### config.mk
export PLATFORM = sky130hd
export DESIGN_NAME = wb_regfile_flat
export DESIGN_NICKNAME = d
export VERILOG_FILES = /design/src/rtl/rv32_pkg.sv /design/src/rtl/wb_regfile_if.sv /design/src/rtl/regfile_read_port.sv /design/src/rtl/wb_regfile.sv /design/src/flat_wrapper.sv
export SDC_FILE = /design/constraint.sdc
export NUM_CORES = 2
export LEC_CHECK = 0
export BUFFER_PORTS_ARGS = -buffer_cell sky130_fd_sc_hd__buf_2
export CAP_MARGIN = 25
export CORE_ASPECT_RATIO = 1.75
export CORE_UTILIZATION = 39
export CTS_CLUSTER_SIZE = 24
export DETAILED_ROUTE_END_ITERATION = 12
export GPL_TIMING_DRIVEN = 0
export HOLD_SLACK_MARGIN = 0.12
export PLACE_DENSITY_LB_ADDON = 0.1
export SETUP_SLACK_MARGIN = 0.1
export SYNTH_ARGS = -nofsm -noshare
export SYNTH_HDL_FRONTEND = slang
export SYNTH_SLANG_ARGS = --single-unit
export TNS_END_PERCENT = 5
### constraint.sdc
create_clock -name clk -period 3.71 [get_ports clk]
set_clock_uncertainty 0.05 [all_clocks]
set_input_delay 0.742 -clock clk [delete_from_list [all_inputs] [get_ports clk]]
set_output_delay 0.742 -clock clk [all_outputs]
set_load 0.01 [all_outputs]
### src/rtl/rv32_pkg.sv
// Shared RV32I definitions: data width, register index type and the x0 index.
package rv32_pkg;

  localparam int XLEN      = 32;
  localparam int REG_IDX_W = 5;
  localparam int NUM_REGS  = 32;

  typedef logic [REG_IDX_W-1:0] reg_idx_t;
  typedef logic [XLEN-1:0]      xword_t;

  localparam reg_idx_t REG_ZERO = 5'd0;

endpackage

### src/rtl/wb_regfile_if.sv
// MEM/WB writeback, decode read, debug read and counter signals of wb_regfile.
interface wb_regfile_if import rv32_pkg::*; #(
  parameter int XLEN  = 32,
  parameter int CNT_W = 64
);
  reg_idx_t          rs1_d;
  reg_idx_t          rs2_d;
  logic [XLEN-1:0]   rd1_d;
  logic [XLEN-1:0]   rd2_d;
  logic [XLEN-1:0]   result_w;
  reg_idx_t          rd_w;
  logic              RegWrite_w;
  reg_idx_t          dbg_addr;
  logic [XLEN-1:0]   dbg_data;
  logic [CNT_W-1:0]  wb_count;

  modport master (
    output rs1_d, rs2_d, result_w, rd_w, RegWrite_w, dbg_addr,
    input  rd1_d, rd2_d, dbg_data, wb_count
  );

  modport slave (
    input  rs1_d, rs2_d, result_w, rd_w, RegWrite_w, dbg_addr,
    output rd1_d, rd2_d, dbg_data, wb_count
  );
endinterface

### src/rtl/regfile_read_port.sv
// One decode read port: reset forcing, x0 mask and optional write-through bypass.
// The bypass compare exists only when WB_REGFILE_BYPASS_EN is defined.
module regfile_read_port import rv32_pkg::*; #(
  parameter int XLEN = 32
) (
  input  logic            force_zero,
  input  reg_idx_t        rs,
  input  logic [XLEN-1:0] stored,
  input  logic            wr_en,
  input  reg_idx_t        wr_idx,
  input  logic [XLEN-1:0] wr_data,
  output logic [XLEN-1:0] rd
);
  logic hit_s;

`ifdef WB_REGFILE_BYPASS_EN
  assign hit_s = wr_en && (wr_idx != REG_ZERO) && (wr_idx == rs);
`else
  logic unused_s;
  assign hit_s    = 1'b0;
  assign unused_s = ^{wr_en, wr_idx, wr_data};
`endif

  // x0 and reset win over the bypass; the bypass wins over stored contents
  always_comb begin
    rd = '0;
    if (force_zero || (rs == REG_ZERO)) begin
      rd = '0;
    end else if (hit_s) begin
`ifdef WB_REGFILE_BYPASS_EN
      rd = wr_data;
`else
      rd = stored;
`endif
    end else begin
      rd = stored;
    end
  end
endmodule

### src/rtl/wb_regfile.sv
// RV32I architectural register file x1-x31 at the MEM/WB boundary, with a registered
// debug port and committed-write counter. Optional bypass: WB_REGFILE_BYPASS_EN.
module wb_regfile import rv32_pkg::*; #(
  parameter int XLEN  = 32,
  parameter int CNT_W = 64
) (
  input logic         clk,
  input logic         reset,
  wb_regfile_if.slave bus
);
  logic [XLEN-1:0]  regs_r [1:NUM_REGS-1];
  logic [XLEN-1:0]  dbg_data_r;
  logic [CNT_W-1:0] wb_count_r;
  logic [XLEN-1:0]  stored1_s;
  logic [XLEN-1:0]  stored2_s;
  logic [XLEN-1:0]  dbg_stored_s;
  logic             commit_s;

  assign commit_s = bus.RegWrite_w && (bus.rd_w != REG_ZERO);

  // pre-edge storage lookups; x0 has no storage
  always_comb begin
    stored1_s    = '0;
    stored2_s    = '0;
    dbg_stored_s = '0;
    if (bus.rs1_d != REG_ZERO) begin
      stored1_s = regs_r[bus.rs1_d];
    end else begin
      stored1_s = '0;
    end
    if (bus.rs2_d != REG_ZERO) begin
      stored2_s = regs_r[bus.rs2_d];
    end else begin
      stored2_s = '0;
    end
    if (bus.dbg_addr != REG_ZERO) begin
      dbg_stored_s = regs_r[bus.dbg_addr];
    end else begin
      dbg_stored_s = '0;
    end
  end

  // write commit, debug capture and counter; reset overrides a simultaneous write
  always_ff @(posedge clk) begin
    if (reset) begin
      for (int i = 1; i < NUM_REGS; i++) begin
        regs_r[i] <= '0;
      end
      dbg_data_r <= '0;
      wb_count_r <= '0;
    end else begin
      dbg_data_r <= dbg_stored_s;
      if (commit_s) begin
        regs_r[bus.rd_w] <= bus.result_w;
        wb_count_r       <= wb_count_r + CNT_W'(1);
      end
    end
  end

  assign bus.dbg_data = dbg_data_r;
  assign bus.wb_count = wb_count_r;

  regfile_read_port #(.XLEN(XLEN)) u_port1 (
    .force_zero (reset),
    .rs         (bus.rs1_d),
    .stored     (stored1_s),
    .wr_en      (bus.RegWrite_w),
    .wr_idx     (bus.rd_w),
    .wr_data    (bus.result_w),
    .rd         (bus.rd1_d)
  );

  regfile_read_port #(.XLEN(XLEN)) u_port2 (
    .force_zero (reset),
    .rs         (bus.rs2_d),
    .stored     (stored2_s),
    .wr_en      (bus.RegWrite_w),
    .wr_idx     (bus.rd_w),
    .wr_data    (bus.result_w),
    .rd         (bus.rd2_d)
  );
endmodule

### src/flat_wrapper.sv
// flat-port wrapper written by rule: the top's interface ports become plain ports
module wb_regfile_flat import rv32_pkg::*;
#(
  parameter int XLEN  = 32,
  parameter int CNT_W = 64
)
  (clk, reset, bus_rs1_d, bus_rs2_d, bus_result_w, bus_rd_w, bus_RegWrite_w, bus_dbg_addr, bus_rd1_d, bus_rd2_d, bus_dbg_data, bus_wb_count);
  wb_regfile_if #(.XLEN(XLEN), .CNT_W(CNT_W)) bus_i ();
  input logic clk;
  input logic reset;
  input wire logic [$bits(bus_i.rs1_d)-1:0] bus_rs1_d;
  input wire logic [$bits(bus_i.rs2_d)-1:0] bus_rs2_d;
  input wire logic [$bits(bus_i.result_w)-1:0] bus_result_w;
  input wire logic [$bits(bus_i.rd_w)-1:0] bus_rd_w;
  input wire logic [$bits(bus_i.RegWrite_w)-1:0] bus_RegWrite_w;
  input wire logic [$bits(bus_i.dbg_addr)-1:0] bus_dbg_addr;
  output wire logic [$bits(bus_i.rd1_d)-1:0] bus_rd1_d;
  output wire logic [$bits(bus_i.rd2_d)-1:0] bus_rd2_d;
  output wire logic [$bits(bus_i.dbg_data)-1:0] bus_dbg_data;
  output wire logic [$bits(bus_i.wb_count)-1:0] bus_wb_count;
  assign bus_i.rs1_d = bus_rs1_d;
  assign bus_i.rs2_d = bus_rs2_d;
  assign bus_i.result_w = bus_result_w;
  assign bus_i.rd_w = bus_rd_w;
  assign bus_i.RegWrite_w = bus_RegWrite_w;
  assign bus_i.dbg_addr = bus_dbg_addr;
  assign bus_rd1_d = bus_i.rd1_d;
  assign bus_rd2_d = bus_i.rd2_d;
  assign bus_dbg_data = bus_i.dbg_data;
  assign bus_wb_count = bus_i.wb_count;
  wb_regfile #(.XLEN(XLEN), .CNT_W(CNT_W)) u_core (.clk(clk), .reset(reset), .bus(bus_i));
endmodule
Word-level counts from Yosys, hierarchy flattened
Memories as Yosys holds them, arrays and structs flattened. A register that Yosys moved wholly into a read port is not among the register bits. Index checks and enable logic that the tools add are counted.

$add $sub $neg: 1. Multiplexer cells: 12. Bitwise logic cells: 1. Reduce and logical (&&, ||, !) cells: 11.

Operator list (count): 32-bit 2-to-1 mux (5); 64-bit by 1-bit adder with 64-bit output, second input constant (1); 32-bit OR reduction (1); 5-bit nonzero test (4); 5-bit zero test (2); 1-bit 2-to-1 mux (6); 5-bit 2-to-1 mux (1); 1-bit logical OR (2); 2-bit OR reduction (1); 1-bit logical AND (1); 1-bit inverter (1).

Register bits after elaboration: 64. RAM bits: 992. Output and inout bits: 160. Logic and storage cells: 27. Memories kept: 1.

Memories: u_core.regs_r (words 31, bits a word 32, rd ports 3, clocked after memory_dff 1, wr ports 31, line wb_regfile.sv:11) `logic [XLEN-1:0] regs_r [1:NUM_REGS-1];`.

Logic depth before layout (Yosys ltp)
Depth after elaboration: 7. Mapped depth: 8.

By module
A second synthesis with hierarchy kept.

Cells, all modules: 4604. Area total of the unflattened synthesis: 66682.7 sq um.

By module, submodules not included: wb_regfile (instances 1, cells an instance 4454, area each 65784.3 sq um, sequential area each 32671.3 sq um); regfile_read_port (instances 2, cells an instance 75, area each 449.2 sq um, sequential area each 0.0 sq um).

Worst setup path after synthesis
OpenSTA, ideal clock, no wires.

Path kind: in2out. Start: input bus_rs1_d[0]. End: output bus_rd1_d[10]. Data arrival time: 2.521 ns. Required time: 2.918 ns. Setup slack: 0.397 ns. Stages on the path: 6. Path through: clkbuf_1 clkbuf_1 mux4_2 mux2i_1 o22ai_1 or2_2.

Cells in the longest elaborated chain, start to end: 3. Elaborated cells between the ends (all ways): 6. Those cells by class: mux (2); reduce/logical (3); memory (1).

Ends and longest elaborated chain: start: declaration (line flat_wrapper.sv:11) `input wire logic [$bits(bus_i.rs1_d)-1:0] bus_rs1_d;`; memory 31 x 32 bit (tied with other cells); 32-bit 2-to-1 mux / 1-bit logical OR (equally long branches) (line wb_regfile.sv:26, regfile_read_port.sv:27); 32-bit 2-to-1 mux * (line regfile_read_port.sv:27) `if (force_zero || (rs == REG_ZERO)) begin`; end: declaration (line flat_wrapper.sv:17) `output wire logic [$bits(bus_i.rd1_d)-1:0] bus_rd1_d;`.

Every way passes the cells marked *; elsewhere a longest branch is shown, timed or not.

Worst setup path after layout
Start: input bus_dbg_addr[0]. End: register u_core.dbg_data_r[25], in the netlist u_core.bus.dbg_data[25] (read register of u_core.regs_r).

Cells in the longest elaborated chain, start to end: 3.

Ends and longest elaborated chain: start: declaration (line flat_wrapper.sv:16) `input wire logic [$bits(bus_i.dbg_addr)-1:0] bus_dbg_addr;`; 5-bit nonzero test (line wb_regfile.sv:36) `if (bus.dbg_addr != REG_ZERO) begin`; 1-bit inverter (no line); 2-bit OR reduction (no line); end: declaration (line wb_regfile.sv:12) `logic [XLEN-1:0] dbg_data_r;`.

Several ways; a longest one is shown, not always the timed one. A chain may end at the register's enable or synchronous reset.

==> results.md <==
* Status: complete, but fails checks
* Violated checks: negative setup slack
* Nets at 4,941
* First-pass GRT wire length at 385 mm
* Antenna violations before repair at 22
* Clk buf depth at 3
* Total CTS buffers at 117
* Ys async rst share at 0
* Crit path top cell by count: buf_2
* Reg clk slew, reported paths at 0.07 ns
* Sequential-to-total area share from yosys stat at 0.495
* Final setup fails at 32
* Worst IR Drop VDD at 368 uV
* Setup TNS at -1.12 ns
* Final worst path period need at 3.89 ns
* Worst setup path endpoint: u_core.bus.dbg_data[25]$_SDFF_PP0_
* Synth unique cells at 44
* Setup WS pre-CTS at -1.49 ns
* Worst-skew pair later-pin latency at 0.77 ns
* Residual DRC at 0
* Yosys warning count at 0
* Setup crit start kind: input pin
* Worst path depth at 7
* Static Leak at 0.0276 uW
* Clk sinks at 1,120
* Max-slew violation count at 0
* Final period util at 1.05
* Setup Crit Path Kind: input pin to flip-flop
* Most common flop cell mapped by yosys: edfxtp_1
* Die height at 546 um
* Worst EP required at 4.28 ns
* Number of synthesized flops with an enable pin at 1,024
* Post-Syn Area at 0.0660 mm^2
* Crit-path slowest cell: o31ai_2
* Half-perimeter wire length after placement at 216 mm
* Hold Path Class: input pin to flip-flop
* Grt peak-use layer: met2
* Clock Power Share at 0.382
* Reg-to-Reg End: u_core.bus.wb_count[52]$_SDFFE_PP0P_
* CP Max Fanout at 10
* Met3 usage at 0.0540
* Clock root buffer: clkbuf_16
* Placed instance count at 6,960
* 1st-iter DRT viols at 5,564
* Max_cap viols at 0
* Layout cells sized above 1 at 0.344
* Hold_ws at 0.167 ns
* R2R Setup Slk at 0.53 ns
* Avg WL per Cell at 39.9 um
* Post-DRT Antenna Nets at 0
* Fin. Hold Viols at 0
* H-tree depth at 3
* Via count at 46,096
* Psw at 9020 uW
* Slowest stage delay, CP at 1.00 ns
* Initial Utilization at 0.393
* Sw Share at 0.274
* F_max at 257 MHz
* Final worst setup slack at -0.176 ns
* Core Area at 0.168 mm^2
* R2R cell count at 6
* Vias per cell at 6.39
* CP Launch Point: bus_dbg_addr[0]
* Design Power at 33,000 uW
* GR met2 Demand/Resource at 0.594
* Top Family by Delay on Critical Path: buffers and inverters
* Slew @ Worst Pin at 1.17 ns
* Crit path capture type: flip-flop
* Worst R2R Start: u_core.bus.wb_count[4]$_SDFFE_PP0P_
* Max-slew headroom at 0.222
* Filler-free cell count of the finished design at 7,213
* Crit path DAT at 4.46 ns
* RSZ-0062 raised after global routing: yes
* CTS tree: built
* Area growth, synth to finish at 17.6%
* Gate Count Post-Synth at 4,411
* Worst Path Buf+Inv at 4
* Die footprint at 0.171 mm^2
* Total GRT Usage at 0.333
* Comb pwr share at 0.165
* Detailed Routing Iterations Pass 1 at 6
* Pin count of the biggest net entering global routing at 33
* Grt ovf at 0
* GP Congestion at 0.954
* Io pins at 215
* CP cell instances: buf_2, buf_2, buf_2, o31ai_2, clkbuf_1, o22ai_1, or2_2
* PortBufs at 202
* Num rows at 199
* Die W at 313 um
* Flop pwr share at 0.453
* Syn_area_per_cell at 15.0 um^2
* Pwr/cell area at 424 mW/mm^2
* P_int at 23,900 uW
* Post-Route WL at 288 mm
* Vias in the first global route at 47,047
* Met1 Resource Use GR at 0.364
* #FFs+latches synth at 1,120
## placed cells by master, fill, tap and decap left out, drive strengths merged, types with 20 or more instances in the layout
| cell type | count |
|---|---|
| o22ai | 192 |
| buf | 456 |
| nand3 | 24 |
| mux2i | 385 |
| dfxtp | 96 |
| and2 | 992 |
| a21oi | 36 |
| o31ai | 22 |
| mux4 | 768 |
| clkinv | 38 |
| xor2 | 22 |
| or2 | 128 |
| clkbuf | 497 |
| edfxtp | 1024 |
| nand4 | 33 |
| nand2 | 36 |
| conb | 32 |
| nor2 | 74 |
| or4 | 20 |
## power groups by stage
stage	Sequential (uW)	Combinational [uW]	Clock (uW)
floorplan	15000	2970	0
global placement	15100	4850	0
detailed placement	15200	5070	0
CTS	14900	5320	12600
global route	15000	5520	13100
finish	14900	5430	12600
## flip-flops by register name, indices dropped and copies added, names as in the netlist
| signal | count |
|---|---|
| u_core.regs_r | 1024 |
| u_core.bus.dbg_data | 32 |
| u_core.bus.wb_count | 64 |
## area by class of cell
| class | instances | area (um^2) |
|---|---|---|
| Clock inverter | 56 | 639 |
| Tap cell | 2211 | 2770 |
| Buffer | 466 | 3020 |
| Timing Repair Buffer | 324 | 2990 |
| Antenna cell | 14 | 35.0 |
| Inverter | 11 | 41.3 |
| Fill cell | 14878 | 90400 |
| Clock buffer | 166 | 3350 |
| Sequential cell | 1120 | 32700 |
| Multi-Input combinational cell | 2845 | 32200 |
## repair_timing
item / in CTS / in global routing
hold buffers: 0 / 0
pin swaps: 16 / 4
cloned: 1 / 2
buffers inserted: 8 / 6
gates resized for setup: 472 / 27
setup endpoints to repair: 90 / 56
## cells by family (layout without fill, tap and decap cells)
group | Yosys count | count (layout) | synth area share
flip-flops | 1120 | 1120 | 0.495
XOR/XNOR | 28 | 28 | 0.00371
AND/OR/NAND/NOR | 1361 | 1361 | 0.126
buffers and inverters | 477 | 1023 | 0.0290
adder cells (fa/ha/maj) | 1 | 1 | 0.000189
AO/OA/AOI/OAI | 269 | 269 | 0.0254
multiplexers | 1154 | 1154 | 0.321
other | 1 | 46 | 0.0000568
## how the worst min path moves through the flow
stage | slack [ns] | end | startpoint | depth (start not counted)
2_1_floorplan | 0.45 | u_core.bus.wb_count[63]$_SDFFE_PP0P_ | u_core.bus.wb_count[63]$_SDFFE_PP0P_ | 2
3_3_place_gp | 0.41 | u_core.bus.wb_count[63]$_SDFFE_PP0P_ | u_core.bus.wb_count[63]$_SDFFE_PP0P_ | 2
3_5_place_dp | 0.42 | u_core.bus.wb_count[63]$_SDFFE_PP0P_ | u_core.bus.wb_count[63]$_SDFFE_PP0P_ | 2
4_1_cts | 0.14 | u_core.regs_r[0][0]$_DFFE_PP_ | bus_result_w[0] | 1
5_1_grt | 0.17 | u_core.regs_r[0][9]$_DFFE_PP_ | bus_result_w[9] | 1
6_report | 0.17 | u_core.regs_r[0][0]$_DFFE_PP_ | bus_result_w[0] | 1
## metrics by stage
| stage | util | cell area [um^2] |
|---|---|---|
| finish | 0.462 | 77700 |
| global route | 0.462 | 77600 |
| CTS | 0.461 | 77400 |
| detailed placement | 0.427 | 71700 |
| global placement | 0.416 | 69900 |
| floorplan | - | 66100 |
## per-layer routing
metal	wire length, um	share of wire
met4	22100	0.077
met3	21100	0.073
met5	63	0.00022
met2	149000	0.52
met1	96000	0.33
## cell usage after synthesis, types with 28 or more instances
cell | count | share of area
a21oi_1 | 36 | 0.0027
and2_1 | 992 | 0.094
buf_1 | 46 | 0.0026
buf_2 | 90 | 0.0068
clkbuf_1 | 328 | 0.019
dfxtp_1 | 96 | 0.029
edfxtp_1 | 1024 | 0.47
mux2i_1 | 385 | 0.058
mux4_2 | 768 | 0.26
nand2_1 | 35 | 0.0020
nand4_1 | 28 | 0.0027
nor2_1 | 74 | 0.0042
o22ai_1 | 192 | 0.018
or2_2 | 128 | 0.012
No activity file was read; power rests on OpenSTA's default activity.
